<file path="src/rtl/hc_mux_bist_n_if.sv">
`default_nettype none
// ============================================================================
// Module   : hc_mux_bist_n_if
// Brief    : Data, select, injection and BIST status bundle for hc_mux_bist_n.
// Revision : 1.0
// ============================================================================
interface hc_mux_bist_n_if #(
    parameter int WIDTH  = 32,
    parameter int NUM_IN = 4,
    parameter int SEL_W  = 2
);
    logic                     test_en_in;
    logic [NUM_IN*WIDTH-1:0]  data_in;
    logic [SEL_W-1:0]         sel;
    logic                     inject_en;
    logic [WIDTH-1:0]         inject_mask;
    logic [WIDTH-1:0]         data_out;
    logic                     bist_busy;
    logic                     bist_done;
    logic                     bist_pass;
    logic                     mux_fault_sticky;
    logic [SEL_W-1:0]         fail_sel;
    logic [7:0]               mismatch_cnt;

    modport master (
        output test_en_in, data_in, sel, inject_en, inject_mask,
        input  data_out, bist_busy, bist_done, bist_pass, mux_fault_sticky,
               fail_sel, mismatch_cnt
    );

    modport slave (
        input  test_en_in, data_in, sel, inject_en, inject_mask,
        output data_out, bist_busy, bist_done, bist_pass, mux_fault_sticky,
               fail_sel, mismatch_cnt
    );
endinterface
`default_nettype wire

</file>
<file path="src/rtl/hc_mux_bist_n.sv">
`default_nettype none
// ============================================================================
// Module   : hc_mux_bist_n
// Brief    : N:1 datapath mux with a structurally distinct spare path and a
//            self-test sequencer that latches a permanent fault flag.
// Revision : 1.0
// ============================================================================
module hc_mux_bist_n #(
    parameter int          WIDTH  = 32,
    parameter int          NUM_IN = 4,
    parameter int          SEL_W  = 2,
    parameter logic [31:0] PAT_A  = 32'hA5A5A5A5
) (
    input  logic                clk,
    input  logic                rst,
    hc_mux_bist_n_if.slave      bus
);

    localparam logic [1:0] c_IDLE  = 2'd0;
    localparam logic [1:0] c_APPLY = 2'd1;
    localparam logic [1:0] c_CHECK = 2'd2;
    localparam logic [1:0] c_DONE  = 2'd3;

    localparam int IDX_W = SEL_W + 1;
    localparam int N_SLOT = 2 ** SEL_W;
    localparam logic [IDX_W-1:0] c_LAST_IDX = IDX_W'(2 * NUM_IN - 1);

    function automatic logic [WIDTH-1:0] f_expand(input logic [31:0] p);
        logic [WIDTH-1:0] r;
        r = '0;
        for (int b = 0; b < WIDTH; b++) begin
            r[b] = p[b % 32];
        end
        return r;
    endfunction

    localparam logic [WIDTH-1:0] c_PAT = f_expand(PAT_A);

    logic [1:0]       r_state;
    logic [IDX_W-1:0] r_idx;
    logic [WIDTH-1:0] r_capture;
    logic [7:0]       r_cnt;
    logic             r_pass;
    logic             r_sticky;
    logic [SEL_W-1:0] r_fail_sel;

    logic             w_busy;
    logic [SEL_W-1:0] w_t;
    logic [WIDTH-1:0] w_pat;
    logic [SEL_W-1:0] w_prim_sel;
    logic [WIDTH-1:0] w_prim_arr [N_SLOT];
    logic [WIDTH-1:0] w_primary;
    logic [WIDTH-1:0] w_spare;
    logic             w_mismatch;
    logic [7:0]       w_cnt_next;
    logic             w_last;

    assign w_busy = (r_state == c_APPLY) || (r_state == c_CHECK);
    assign w_t    = r_idx[SEL_W:1];
    assign w_pat  = r_idx[0] ? ~c_PAT : c_PAT;

    // During self-test the primary sees a synthetic input set: channel t carries
    // the pattern, all others its complement, so a wrong select is detectable.
    for (genvar k = 0; k < N_SLOT; k++) begin : g_prim
        if (k < NUM_IN) begin : g_used
            assign w_prim_arr[k] = w_busy ? ((w_t == SEL_W'(k)) ? w_pat : ~w_pat)
                                          : bus.data_in[k*WIDTH +: WIDTH];
        end else begin : g_pad
            assign w_prim_arr[k] = '0;
        end
    end

    assign w_prim_sel = w_busy ? w_t : bus.sel;
    assign w_primary  = w_prim_arr[w_prim_sel] ^ (bus.inject_en ? bus.inject_mask : '0);

    // Spare path: one-hot decode AND-ed onto each channel, then OR-reduced.
    always_comb begin
        w_spare = '0;
        for (int k = 0; k < NUM_IN; k++) begin
            w_spare = w_spare | (bus.data_in[k*WIDTH +: WIDTH] & {WIDTH{bus.sel == SEL_W'(k)}});
        end
    end

    assign w_mismatch = (r_state == c_CHECK) && (r_capture != w_pat);
    assign w_cnt_next = (w_mismatch && (r_cnt != 8'hFF)) ? r_cnt + 8'd1 : r_cnt;
    assign w_last     = (r_idx == c_LAST_IDX);

    always_ff @(posedge clk) begin
        if (rst) begin
            r_state    <= c_IDLE;
            r_idx      <= '0;
            r_capture  <= '0;
            r_cnt      <= '0;
            r_pass     <= 1'b0;
            r_sticky   <= 1'b0;
            r_fail_sel <= '0;
        end else begin
            case (r_state)
                c_IDLE: begin
                    if (bus.test_en_in) begin
                        r_state    <= c_APPLY;
                        r_idx      <= '0;
                        r_cnt      <= '0;
                        r_pass     <= 1'b0;
                        r_fail_sel <= '0;
                    end
                end
                c_APPLY: begin
                    r_capture <= w_primary;
                    r_state   <= c_CHECK;
                end
                c_CHECK: begin
                    r_cnt <= w_cnt_next;
                    if (w_mismatch) begin
                        r_sticky <= 1'b1;
                        if (r_cnt == 8'd0) begin
                            r_fail_sel <= w_t;
                        end
                    end
                    if (w_last) begin
                        r_state <= c_DONE;
                        r_pass  <= (w_cnt_next == 8'd0);
                    end else begin
                        r_state <= c_APPLY;
                        r_idx   <= r_idx + IDX_W'(1);
                    end
                end
                c_DONE: begin
                    if (!bus.test_en_in) begin
                        r_state <= c_IDLE;
                    end
                end
                default: r_state <= c_IDLE;
            endcase
        end
    end

    assign bus.data_out         = (r_sticky || w_busy) ? w_spare : w_primary;
    assign bus.bist_busy        = w_busy;
    assign bus.bist_done        = (r_state == c_DONE);
    assign bus.bist_pass        = r_pass;
    assign bus.mux_fault_sticky = r_sticky;
    assign bus.fail_sel         = r_fail_sel;
    assign bus.mismatch_cnt     = r_cnt;

endmodule
`default_nettype wire

</file>
<file path="src/flat_wrapper.sv">
// flat-port wrapper written by rule: the top's interface ports become plain ports
module hc_mux_bist_n_flat 
#(
    parameter int          WIDTH  = 32,
    parameter int          NUM_IN = 4,
    parameter int          SEL_W  = 2,
    parameter logic [31:0] PAT_A  = 32'hA5A5A5A5
)
  (clk, rst, bus_test_en_in, bus_data_in, bus_sel, bus_inject_en, bus_inject_mask, bus_data_out, bus_bist_busy, bus_bist_done, bus_bist_pass, bus_mux_fault_sticky, bus_fail_sel, bus_mismatch_cnt);
  hc_mux_bist_n_if #(.WIDTH(WIDTH), .NUM_IN(NUM_IN), .SEL_W(SEL_W)) bus_i ();
  input  logic clk;
  input  logic rst;
  input wire logic [$bits(bus_i.test_en_in)-1:0] bus_test_en_in;
  input wire logic [$bits(bus_i.data_in)-1:0] bus_data_in;
  input wire logic [$bits(bus_i.sel)-1:0] bus_sel;
  input wire logic [$bits(bus_i.inject_en)-1:0] bus_inject_en;
  input wire logic [$bits(bus_i.inject_mask)-1:0] bus_inject_mask;
  output wire logic [$bits(bus_i.data_out)-1:0] bus_data_out;
  output wire logic [$bits(bus_i.bist_busy)-1:0] bus_bist_busy;
  output wire logic [$bits(bus_i.bist_done)-1:0] bus_bist_done;
  output wire logic [$bits(bus_i.bist_pass)-1:0] bus_bist_pass;
  output wire logic [$bits(bus_i.mux_fault_sticky)-1:0] bus_mux_fault_sticky;
  output wire logic [$bits(bus_i.fail_sel)-1:0] bus_fail_sel;
  output wire logic [$bits(bus_i.mismatch_cnt)-1:0] bus_mismatch_cnt;
  assign bus_i.test_en_in = bus_test_en_in;
  assign bus_i.data_in = bus_data_in;
  assign bus_i.sel = bus_sel;
  assign bus_i.inject_en = bus_inject_en;
  assign bus_i.inject_mask = bus_inject_mask;
  assign bus_data_out = bus_i.data_out;
  assign bus_bist_busy = bus_i.bist_busy;
  assign bus_bist_done = bus_i.bist_done;
  assign bus_bist_pass = bus_i.bist_pass;
  assign bus_mux_fault_sticky = bus_i.mux_fault_sticky;
  assign bus_fail_sel = bus_i.fail_sel;
  assign bus_mismatch_cnt = bus_i.mismatch_cnt;
  hc_mux_bist_n #(.WIDTH(WIDTH), .NUM_IN(NUM_IN), .SEL_W(SEL_W), .PAT_A(PAT_A)) u_core (.clk(clk), .rst(rst), .bus(bus_i));
endmodule
</file>
<file path="config.mk">
export PLATFORM = sky130hd
export DESIGN_NAME = hc_mux_bist_n_flat
export DESIGN_NICKNAME = d
export VERILOG_FILES = /design/src/rtl/hc_mux_bist_n_if.sv /design/src/rtl/hc_mux_bist_n.sv /design/src/flat_wrapper.sv
export SDC_FILE = /design/constraint.sdc
export NUM_CORES = 1
export LEC_CHECK = 0
export CAP_MARGIN = 0
export CORE_MARGIN = 1.5
export CORE_UTILIZATION = 45
export DETAILED_ROUTE_END_ITERATION = 7
export PLACE_DENSITY = 0.89
export REMOVE_ABC_BUFFERS = 1
export SLEW_MARGIN = 20
export SYNTH_ARGS = -nofsm -noshare
export SYNTH_HDL_FRONTEND = slang
export SYNTH_SLANG_ARGS = --single-unit
export TNS_END_PERCENT = 1
</file>
<file path="constraint.sdc">
create_clock -name clk -period 3.4 [get_ports clk]
set_input_delay 0.68 -clock clk [delete_from_list [all_inputs] [get_ports clk]]
set_output_delay 0.68 -clock clk [all_outputs]
set_load 0.05 [all_outputs]
</file>
==> results of run 1 <==
## power by group through the flow
| stage | sequential (mW) | clock [mW] | combinational [mW] |
|---|---|---|---|
| finish | 0.818 | 0.496 | 5.04 |
| global route | 0.836 | 0.522 | 5.33 |
| CTS | 0.813 | 0.499 | 4.98 |
| detailed placement | 0.824 | 0 | 4.96 |
| global placement | 0.817 | 0 | 4.87 |
| floorplan | 0.804 | 0 | 2.68 |
## through the flow
stage | instances | total power, mW
detailed placement | 951 | 5.78
CTS | 958 | 6.29
floorplan | 579 | 3.49
finish | 958 | 6.35
global placement | 951 | 5.68
global route | 958 | 6.69
## metal layers
layer | global-route usage, % | vias to the layer above
li1 | - | 2758
met1 | 32.8 | 2776
met2 | 50.8 | 282
met3 | 4.70 | 41
met4 | 8.52 | 0
met5 | 0 | -
## synth_stat cells, types with 4 or more instances
library cell and instances:
sky130_fd_sc_hd__mux4_2 32, sky130_fd_sc_hd__mux2i_1 66, sky130_fd_sc_hd__o21ai_1 8, sky130_fd_sc_hd__inv_1 7, sky130_fd_sc_hd__nor3b_1 4, sky130_fd_sc_hd__o211ai_1 35
sky130_fd_sc_hd__dfxtp_1 49, sky130_fd_sc_hd__nand3_1 7, sky130_fd_sc_hd__nand3b_1 10, sky130_fd_sc_hd__nand2_1 80, sky130_fd_sc_hd__xnor2_1 34, sky130_fd_sc_hd__a31oi_1 8
sky130_fd_sc_hd__a21oi_1 7, sky130_fd_sc_hd__o21ai_0 93, sky130_fd_sc_hd__nand4b_1 4, sky130_fd_sc_hd__clkbuf_1 46, sky130_fd_sc_hd__a211oi_1 36, sky130_fd_sc_hd__nor3_1 4
sky130_fd_sc_hd__nor4bb_1 5, sky130_fd_sc_hd__buf_2 18, sky130_fd_sc_hd__nor2_1 41, sky130_fd_sc_hd__ha_1 9
## worst max-delay path, cell delays in order, from the launching register on
cell	delay, ps
sky130_fd_sc_hd__dfxtp_1	400
sky130_fd_sc_hd__inv_1	150
sky130_fd_sc_hd__ha_4	350
sky130_fd_sc_hd__inv_1	40
sky130_fd_sc_hd__or2_1	230
sky130_fd_sc_hd__buf_4	210
sky130_fd_sc_hd__o211ai_1	100
sky130_fd_sc_hd__o21ai_0	120
sky130_fd_sc_hd__xnor2_1	220
sky130_fd_sc_hd__o21ai_0	120
sky130_fd_sc_hd__buf_4	190
sky130_fd_sc_hd__buf_12	140
## final cells by class
type / instances / share of cell area (%)
clock buffer: 7 / 1.80
inverter: 7 / 0.331
multi-input combinational: 523 / 50.4
sequential: 49 / 12.4
tap: 143 / 2.26
timing repair buffer: 229 / 32.8
## state kept, by name, summed over array words and instances (netlist names)
register                     count
u_core.bus.fail_sel              2
u_core.r_idx                     3
u_core.bus.mismatch_cnt          8
u_core.bus.bist_pass             1
u_core.r_capture                32
u_core.bus.mux_fault_sticky      1
u_core.r_state                   2
## worst paths after layout
| path | to | depth (start not counted) |
|---|---|---|
| worst max register to register | u_core.bus.bist_pass | 7 |
| worst min register to register | u_core.bus.fail_sel[0] | 2 |
| worst min-delay path | u_core.bus.fail_sel[0] | 2 |
| worst max-delay path | bus_data_out[0] | 11 |
## cell families (layout without fill, tap and decap cells)
logic type | after synthesis | after routing | share of synthesized area [%]
muxes | 99 | 99 | 26.5
and+or+nand+nor | 178 | 178 | 17.1
xor gates and xnor gates | 35 | 35 | 5.83
DFF | 49 | 49 | 18.7
adders and majority gates | 9 | 9 | 2.14
buffers and inverters | 75 | 243 | 6.00
AOI/OAI and AO/OA | 202 | 202 | 23.8
==> summary.md, run 1 <==
| Metric | Value |
|---|---|
| Antenna violations before repair | 0 |
| Share of layout cells above drive strength 1 | 12.9% |
| Reg-to-reg startpoint | u_core.r_state[0] |
| Share of Yosys cell area claimed by the top area cell type | around a fifth |
| Pin count of the biggest net entering global routing | 65 |
| Hold-fix buffers, CTS | 0 |
| DIE AREA | about 0.012 mm² |
| Synthesis-stage register bit count | between 40 and 50 |
| Die height | between 100 and 150 µm |
| Final Max Tran Viols | 0 |
| CTS H-Tree Depth | 2 |
| Transition time at the pin with the least slew margin | 960 ps |
| Post-Route M1 WL | ~6.6 mm |
| Drt wl/cell | ~18 µm |
| Final instance area | just under 0.008 mm² |
| HPWL after DPL | 13.0 mm |
| Count of fill cells added during filler insertion | around 860 |
| Number of cells upsized or downsized after cts | 3 |
| Critical setup path kind | reg2out |
| Effective utilization at floorplan | between 40% and 50% |
| Worst path setup slack after routing | about 150 ps |
| Final worst hold slack | approximately 480 ps |
| Average cell area after synthesis | a little over 8 µm² |
| Detailed route wirelength on metal2 | approximately 9.1 mm |
| Number of buffers inserted by post-CTS setup repair | 0 |
| Clock insertion delay at the later pin of the skew report | 290 ps |
| Int Power | between 3 and 4 mW |
| Drt drc | 0 |
| Relative contribution of sequential cells to total power | about an eighth |
| Part of the total power dissipated in combinational logic | 79.3% |
| Vias per std cell | about 6.1 |
| Sinks on Clock Net | 49 |
| Max rail drop VDD | 0.681 mV |
| Combined area of the multi-input logic cells | between 0.003 and 0.004 mm² |
| Final period util | 95.6% |
| Power density normalized to cell area | ~800 mW/mm² |
| Final critical path time including I/O delays and setup | 3250 ps |
| Core region area | about 0.011 mm² |
| Overall global routing resource usage | ~28% |
| Last weighted congestion value of the routability-driven placer | 0.885 |
| Count of max-cap constraint violations | 0 |
| Pleak | about 2.9 nW |
| Portion of the post-synthesis area used by sequential elements | between 10% and 20% |
| Setup Skew | roughly 9.0 ps |
| Count of buffers from port buffering | ~210 |
| Relative contribution of the clock network to total power | ~8% |
| Remaining antenna violation count | 0 |
| Number of synthesis warnings | 0 |
| Leading cell types in the layout, fill and taps excluded | 176 x sky130_fd_sc_hd__clkdlybuf4s50_1, 80 x sky130_fd_sc_hd__nand2_1, 65 x sky130_fd_sc_hd__mux2i_1, 65 x sky130_fd_sc_hd__o21ai_0, 48 x sky130_fd_sc_hd__dfxtp_1 |
| Largest fanout on the critical path | 17 |
| Number of buffers between clock root and the deepest sink | 2 |
| TritonCTS clock tree | built |
| Sort of element at the start of the critical path | flip-flop |
| Number of buffers added by the clock tree synthesis step | 5 |
| Worst slew margin relative to its limit | around 36% |
| Worst slack at placement | between 200 and 250 ps |
| Die boundary width | approximately 110 µm |
| Detailed-routing iteration count for the pre-antenna-repair pass | 5 |
| Max Fclk | a little over 300 MHz |
| Placement row count | 39 |
| Outcome | finished clean |
| Number of failing hold endpoints at the final stage | 0 |
| Final setup violation count | 0 |
| Number of vias in the routed layout | about 6000 |
| Area of the mapped netlist | ~0.0053 mm² |
| Area added between synthesis and finish | 51.0% |
| Dpl cell area | 0.00777 mm² |
| Total Wirelength | ~17 mm |
| Sw Ratio | 49.9% |
| Critical path origin | u_core.r_state[1] |
| Highest metal used | met4 |
| Worst reg-to-reg setup slack | between 1000 and 1500 ps |
| Clock root buffer | sky130_fd_sc_hd__clkbuf_16 |
| Most common cell after layout, fill and taps aside | sky130_fd_sc_hd__clkdlybuf4s50_1 |
| Async set-or-reset flop fraction in the synthesized netlist | 0% |
| Boundary Pins | around 210 |
| Hold/Removal Path Class | reg2reg |
| Sequential cell area | 982 µm² |
| Post-synthesis cell type with the largest combined area | sky130_fd_sc_hd__dfxtp_1 |
| Critical hold path startpoint | u_core.bus.fail_sel[0] |
| Net count, final | 990 |
| Unrepaired setup endpoints after global routing | false |
| Total overflow reported by the global router | 0 |
| Endpoint type of the worst setup path | output pin |
| Met3 wire length | 1.22 mm |
| Final cell utilization of the core | slightly below 70% |
| Net switching component of the power | between 3 and 4 mW |
| Number of violations reported at the end of detailed-routing iteration 0 | approximately 520 |
| Number of synthesized flops with an enable pin | 0 |
| Dominant synthesized flop cell | sky130_fd_sc_hd__dfxtp_1 |
| Number of global-route vias before repair | just under 6000 |
| Mapped Cells | between 600 and 700 |
| Clock edge transition at the registers on the reported setup and hold paths | approximately 60 ps |
| Unique masters post-synth | 53 |
| Global-route wire length before repair | between 20 and 30 mm |
| Top cells by area in the synthesized netlist | sky130_fd_sc_hd__dfxtp_1 19%, sky130_fd_sc_hd__mux4_2 14%, sky130_fd_sc_hd__mux2i_1 13%, sky130_fd_sc_hd__o21ai_0 8.9%, sky130_fd_sc_hd__nand2_1 5.7% |
| Antenna diodes | 0 |
| Data arrival time of the worst path | 2570 ps |
| Req. time, crit path | 2720 ps |
| Setup TNS | 0 ps |
Note: power is estimated with default switching activity, not from simulation.
==> run 2, diff against run 1 <==
--- a/config.mk
+++ b/config.mk
@@ -6,7 +6,7 @@
 export NUM_CORES = 1
 export LEC_CHECK = 0
 export CAP_MARGIN = 0
-export CORE_MARGIN = 1.5
+export CORE_MARGIN = 4
 export CORE_UTILIZATION = 45
 export DETAILED_ROUTE_END_ITERATION = 7
 export PLACE_DENSITY = 0.89
==> run 2 against run 1 <==
Global-route usage down 2.4 points; sequential share of layout area down 0.16 points; setup slack worse by 49 ps; first-iteration DRC count down 23%; wire length up 4.4%; power up 2.8%; clock power up 18%; critical endpoint is now bus_data_out[24].
==> summary.md, run 2 (synthesis results as in run 1) <==
| Metric | Value |
|---|---|
| Endpoint type of the worst setup path | output pin |
| Antenna diodes | 0 (unchanged) |
| Largest fanout on the critical path | 16 (-1) |
| Sort of element at the start of the critical path | flip-flop |
| Most common cell after layout, fill and taps aside | sky130_fd_sc_hd__clkdlybuf4s50_1 |
| CTS H-Tree Depth | 2 (unchanged) |
| Hold-fix buffers, CTS | 0 (unchanged) |
| Clock edge transition at the registers on the reported setup and hold paths | 70 ps (about the same) |
| Worst slew margin relative to its limit | 51.1% (+15 points) |
| Number of violations reported at the end of detailed-routing iteration 0 | 406 (-23%) |
| Final critical path time including I/O delays and setup | 3300 ps (+48.9 ps) |
| Power density normalized to cell area | 812 mW/mm² (+1.4%) |
| Clock insertion delay at the later pin of the skew report | 290 ps (about the same) |
| Leading cell types in the layout, fill and taps excluded | 176 x sky130_fd_sc_hd__clkdlybuf4s50_1, 79 x sky130_fd_sc_hd__nand2_1, 65 x sky130_fd_sc_hd__mux2i_1 |
| Sinks on Clock Net | 49 (unchanged) |
| TritonCTS clock tree | built |
| Number of buffers added by the clock tree synthesis step | 5 (unchanged) |
| Final Max Tran Viols | 0 (unchanged) |
| Remaining antenna violation count | 0 (unchanged) |
| Drt drc | 0 (unchanged) |
| Max Fclk | 303 MHz (-1.5%) |
| Final Instance Count excl. Fillers | 960 (+0.21%) |
| Overall global routing resource usage | 25.3% (-2.4 points) |
| Effective utilization at floorplan | 46.0% (unchanged) |
| Data arrival time of the worst path | 2620 ps (+50 ps) |
| Max FFs per register | 32 (unchanged) |
| Net count, final | 991 (+0.10%) |
| Max rail drop VDD | 0.664 mV (-2.6%) |
| Drt wl/cell | 18.8 µm (+4.2%) |
| Hold/Removal Path Class | reg2reg |
| Number of vias in the routed layout | 5972 (+2.0%) |
| Core region area | 0.0114 mm² (unchanged) |
| Die boundary width | 116 µm (+4.5%) |
| Total power | 6.53 mW (+2.8%) |
| Boundary Pins | 212 (unchanged) |
| Number of global-route vias before repair | 5721 (-1.9%) |
| Final setup violation count | 0 (unchanged) |
| Number of failing hold endpoints at the final stage | 0 (unchanged) |
| Final period util | 97.0% (+1.4 points) |
| Area added between synthesis and finish | 53.0% |
| Count of buffers from port buffering | 211 (unchanged) |
| Last weighted congestion value of the routability-driven placer | 0.836 (-5.5%) |
| Total overflow reported by the global router | 0 (unchanged) |
| Share of layout cells above drive strength 1 | 13.7% (+0.83 points) |
| Transition time at the pin with the least slew margin | 734 ps (-226 ps) |
| Pin count of the biggest net entering global routing | 65 (unchanged) |
| Critical setup path kind | reg2out |
| Pleak | 2.99 nW (+1.8%) |
| Global-route wire length before repair | 27.7 mm (-2.4%) |
| HPWL after DPL | 13.8 mm (+6.3%) |
| Clock root buffer | sky130_fd_sc_hd__clkbuf_16 |
| Placement row count | 39 (unchanged) |
| Count of max-cap constraint violations | 0 (unchanged) |
| Antenna violations before repair | 1 (+1) |
| Number of buffers between clock root and the deepest sink | 2 (unchanged) |
| Vias per std cell | 6.22 (+1.8%) |
| Req. time, crit path | 2720 ps (about the same) |
| Most flops, register | u_core.r_capture |
| DIE AREA | 0.0135 mm² (+9.2%) |
| Placed insts | 951 (unchanged) |
| Outcome | finished clean |
| Detailed-routing iteration count for the pre-antenna-repair pass | 6 (+1) |
| Setup Skew | 9.09 ps (+0.0520 ps) |
| Total Wirelength | 18.1 mm (+4.4%) |
| Die height | 116 µm (+4.5%) |
| Count of fill cells added during filler insertion | 880 (+2.1%) |
## run 2: cell types whose count changed in the layout (fill, tap and decap cells not counted), sizes merged
cell	before	now
bufinv	0	1
clkbuf	7	6
clkinvlp	0	1
buf	53	54
## run 2: repair_timing
action | 4_1_cts | 5_1_grt
buffers inserted | 0 | 1
resized for setup | 8 | 32
endpoints found under the setup margin | 30 | 32
pin swaps | 0 | 2
gates cloned | 0 | 0
## run 2: metrics by stage
step	utilization [%]	hold slack (ps)	setup TNS [ps]	cell area, µm²	setup WS, ps
2_1_floorplan	-	460	-157590	4970	-3230
3_3_place_gp	68.4	466	0	7800	231
3_5_place_dp	68.4	479	0	7800	134
4_1_cts	70.0	489	-345	7990	-50.3
5_1_grt	70.4	526	-7.71	8040	-7.71
6_report	70.4	488	0	8040	102
## run 2: where the power goes
group | total (mW) | switching, mW | internal, mW
combinational | 5.12 | 2.89 | 2.24
sequential | 0.821 | 0.112 | 0.709
clock | 0.583 | 0.216 | 0.367
## run 2: path summary, 6_finish.rpt
kind / end / startpoint / slack (ps) / cells past startpoint
hold reg to reg: u_core.bus.fail_sel[0] / u_core.bus.fail_sel[0] / 490 / 2
setup reg to reg: u_core.bus.bist_pass / u_core.r_state[0] / 1010 / 7
hold / removal: u_core.bus.fail_sel[0] / u_core.bus.fail_sel[0] / 490 / 2
setup / recovery: bus_data_out[24] / u_core.r_state[1] / 100 / 10
## run 2: metal layers
metal	global-route usage, %	part of all wire [%]	up-vias
met5	0	0.072	-
met4	8.04	3.3	2
met3	6.48	9.1	53
met2	46.2	51	297
met1	28.7	36	2836
li1	-	-	2784
## run 2: layout make-up
type	count	area, µm²	area share [%]
multi-input cells	523	4020	50.0
inverters	7	26.3	0.327
repair buffers	230	2660	33.1
flip-flops and latches	49	982	12.2
clock inverters	2	37.5	0.467
clock buffers	6	139	1.73
well taps	143	179	2.23
## run 2: worst max-delay path, cell delays in order (launching register included)
cell                       delay (ps)
sky130_fd_sc_hd__dfxtp_1          420
sky130_fd_sc_hd__inv_1            150
sky130_fd_sc_hd__ha_4             350
sky130_fd_sc_hd__inv_1             50
sky130_fd_sc_hd__or2_4            320
sky130_fd_sc_hd__buf_12           180
sky130_fd_sc_hd__o211ai_1          80
sky130_fd_sc_hd__o21ai_0          120
sky130_fd_sc_hd__xnor2_1          150
sky130_fd_sc_hd__o21ai_0          320
sky130_fd_sc_hd__buf_12           190
==> run 3, diff against run 2 <==
--- a/config.mk
+++ b/config.mk
@@ -9,7 +9,8 @@
 export CORE_MARGIN = 4
 export CORE_UTILIZATION = 45
 export DETAILED_ROUTE_END_ITERATION = 7
-export PLACE_DENSITY = 0.89
+export MAX_ROUTING_LAYER = met4
+export PLACE_DENSITY = 0.83
 export REMOVE_ABC_BUFFERS = 1
 export SLEW_MARGIN = 20
 export SYNTH_ARGS = -nofsm -noshare
==> run 3 against run 2 <==
Sequential cell count is the same; critical path type unchanged; power shrank 0.56%; sequential power grew 0.5%; maximum frequency grew 2.2%; first-iteration DRC count grew 50%; core utilization shrank 0.33 points; hold slack lost 4.1 ps; die area is the same; clock power shrank 8.6%; cell count grew 0.42%.
==> summary.md, run 3 (synthesis results as in run 1) <==
| Metric | Value |
|---|---|
| Die boundary width | 116 µm (unchanged) |
| Overall global routing resource usage | 27.1% (+1.9 points) |
| Die height | 116 µm (unchanged) |
| Drt drc | 0 (unchanged) |
| Effective utilization at floorplan | 46.0% (unchanged) |
| Leading cell types in the layout, fill and taps excluded | 176 x sky130_fd_sc_hd__clkdlybuf4s50_1, 80 x sky130_fd_sc_hd__nand2_1, 65 x sky130_fd_sc_hd__mux2i_1 |
| CTS H-Tree Depth | 2 (unchanged) |
| Transition time at the pin with the least slew margin | 957 ps (+223 ps) |
| Max rail drop VDD | 0.529 mV (-20%) |
| Cell with the biggest individual delay on the critical path | sky130_fd_sc_hd__dfxtp_2 |
| Last weighted congestion value of the routability-driven placer | 0.910 (+8.8%) |
| Largest fanout on the critical path | 13 (-3) |
| Part of the total power dissipated in combinational logic | 79.1% (+0.6 points) |
| Global-route wire length before repair | 29.0 mm (+4.7%) |
| Pin count of the biggest net entering global routing | 65 (unchanged) |
| Terminus of the critical flop-to-flop path | u_core.bus.bist_pass |
| Pleak | 2.97 nW (-0.52%) |
| HPWL after DPL | 14.1 mm (+2.0%) |
| Sw Ratio | 49.9% (+0.67 points) |
| Count of cells along the worst hold path | 2 (unchanged) |
| Placement row count | 39 (unchanged) |
| Req. time, crit path | 2720 ps (about the same) |
| Total Wirelength | 18.7 mm (+3.3%) |
| Number of failing hold endpoints at the final stage | 0 (unchanged) |
| Reg-to-reg startpoint | u_core.r_state[0] |
| Boundary Pins | 212 (unchanged) |
| Total overflow reported by the global router | 0 (unchanged) |
| Remaining antenna violation count | 0 (unchanged) |
| Drt wl/cell | 19.4 µm (+2.9%) |
| Worst reg-to-reg setup slack | 960 ps (-50 ps) |
| DIE AREA | 0.0135 mm² (unchanged) |
| Chain of cells forming the critical path | inv_1 > ha_4 > inv_1 > or2_1 > buf_4 > o211ai_1 > o21ai_0 > xnor2_1 > o21ai_0 > buf_12 |
| Final Max Tran Viols | 0 (unchanged) |
| Sinks on Clock Net | 49 (unchanged) |
| Number of global-route vias before repair | 6139 (+7.3%) |
| Final period util | 94.9% (-2.1 points) |
| Maximum single-stage delay on the critical path | 400 ps (-20 ps) |
| Register-to-Register Path Depth | 7 (unchanged) |
| Worst path bufs/invs | 4 (unchanged) |
| Number of vias in the routed layout | 5987 (+0.25%) |
| Int Power | 3.25 mW (-1.9%) |
| Max Fclk | 310 MHz (+2.2%) |
| Hold/Removal Path Class | reg2reg |
| Final setup violation count | 0 (unchanged) |
| Unrepaired setup endpoints after global routing | false |
| Max FFs per register | 32 (unchanged) |
| Net switching component of the power | 3.24 mW (+0.79%) |
| Relative contribution of sequential cells to total power | 12.7% (about the same) |
| Data arrival time of the worst path | 2550 ps (-70 ps) |
| Final worst hold slack | 484 ps (-4.10 ps) |
| Outcome | finished clean |
| Critical setup path kind | reg2out |
| Count of max-cap constraint violations | 0 (unchanged) |
| Share of layout cells above drive strength 1 | 14.3% (+0.56 points) |
| Core region area | 0.0114 mm² (unchanged) |
| Final cell utilization of the core | 70.1% (-0.33 points) |
| Clock edge transition at the registers on the reported setup and hold paths | 70 ps (about the same) |
| Final critical path time including I/O delays and setup | 3230 ps (-71.1 ps) |
| Setup Skew | 6.00 ps (-3.09 ps) |
| Clock insertion delay at the later pin of the skew report | 290 ps (about the same) |
| Number of buffers added by the clock tree synthesis step | 5 (unchanged) |
| TritonCTS clock tree | built |
| Count of fill cells added during filler insertion | 841 (-4.4%) |
| Relative contribution of the clock network to total power | 8.2% (-0.7 points) |
| Area added between synthesis and finish | 52.2% |
| Clock root buffer | sky130_fd_sc_hd__clkbuf_16 |
| Critical hold path startpoint | u_core.bus.fail_sel[0] |
| Most flops, register | u_core.r_capture |
| Detailed-routing iteration count for the pre-antenna-repair pass | 5 (-1) |
| Sort of element at the start of the critical path | flip-flop |
| Vias per std cell | 6.21 (-0.16%) |
| Endpoint type of the worst setup path | output pin |
| Count of buffers from port buffering | 211 (unchanged) |
| Number of buffers between clock root and the deepest sink | 2 (unchanged) |
| Most common cell after layout, fill and taps aside | sky130_fd_sc_hd__clkdlybuf4s50_1 |
| CP top delay family | buffers and inverters |
| Net count, final | 994 (+0.30%) |
| Power density normalized to cell area | 811 mW/mm² (about the same) |
| Worst slew margin relative to its limit | 36.2% (-15 points) |
| Worst-case hold path end point | u_core.bus.fail_sel[0] |
| Antenna violations before repair | 0 (-1) |
| Number of violations reported at the end of detailed-routing iteration 0 | 607 (+50%) |
[run 3: cell types whose count changed in the layout (fill, tap and decap cells not counted), sizes merged]
cell      change
clkinv        +1
diode         +1
clkbuf        +1
bufinv        -1
clkinvlp      -1
buf           +3
[run 3: area by class of cell]
class	instances	area [µm²]	share of cell area, %
flip-flops and latches	49	983	12.3
clock inverters	1	5.00	0.0626
clock buffers	7	153	1.91
inverters	7	26.3	0.328
repair buffers	233	2630	32.9
well taps	143	179	2.24
multi-input cells	523	4020	50.2
diodes	1	2.50	0.0313
[run 3: power groups by stage]
stage / logic, mW / clock network (mW) / registers, mW
3_5_place_dp: 4.97 / 0 / 0.828
5_1_grt: 5.41 / 0.553 / 0.839
2_1_floorplan: 2.68 / 0 / 0.804
4_1_cts: 5.00 / 0.541 / 0.817
6_report: 5.13 / 0.533 / 0.825
3_3_place_gp: 4.87 / 0 / 0.817
[run 3: per-layer routing]
metal	GRT usage (%)	vias to the layer above	routed length, µm
met1	31.7	2844	7020
met3	3.55	67	1330
met5	-	-	0
met2	47.2	308	9500
li1	-	2768	-
met4	10.7	0	821
[run 3: through the flow]
stage	power [mW]	setup slack (ps)	TNS (ps)	area (µm²)	cells
after CTS	6.35	-38.9	-334	7930	960
final	6.49	173	0	8000	964
after floorplan	3.49	-3230	-157590	4970	579
after detailed placement	5.79	194	0	7760	952
after global placement	5.68	314	0	7760	952
after global routing	6.81	52.6	0	8000	963
[run 3: worst min-delay path, stage by stage, from the launching register on]
cell                      delay [ps]
sky130_fd_sc_hd__dfxtp_1         330
sky130_fd_sc_hd__nand2_1          60
sky130_fd_sc_hd__a21oi_1          50
[run 3: how the worst max path moves through the flow]
stage,from,end,slack (ps),depth (start not counted)
final,u_core.r_state[0],bus_data_out[10],170,10
after detailed placement,u_core.r_state[1],bus_data_out[4],190,5
after global placement,u_core.r_state[0],bus_data_out[4],310,5
after global routing,u_core.r_state[0],bus_data_out[8],50,10
after CTS,u_core.r_state[1],bus_data_out[25],-40,10
after floorplan,u_core.r_state[0],bus_data_out[30],-3230,6
[run 3: timing repair]
item	in CTS	in global routing
endpoints found under the setup margin	32	32
setup buffers	0	3
pin swaps	0	3
gates resized for setup	8	33
hold buffers	0	0
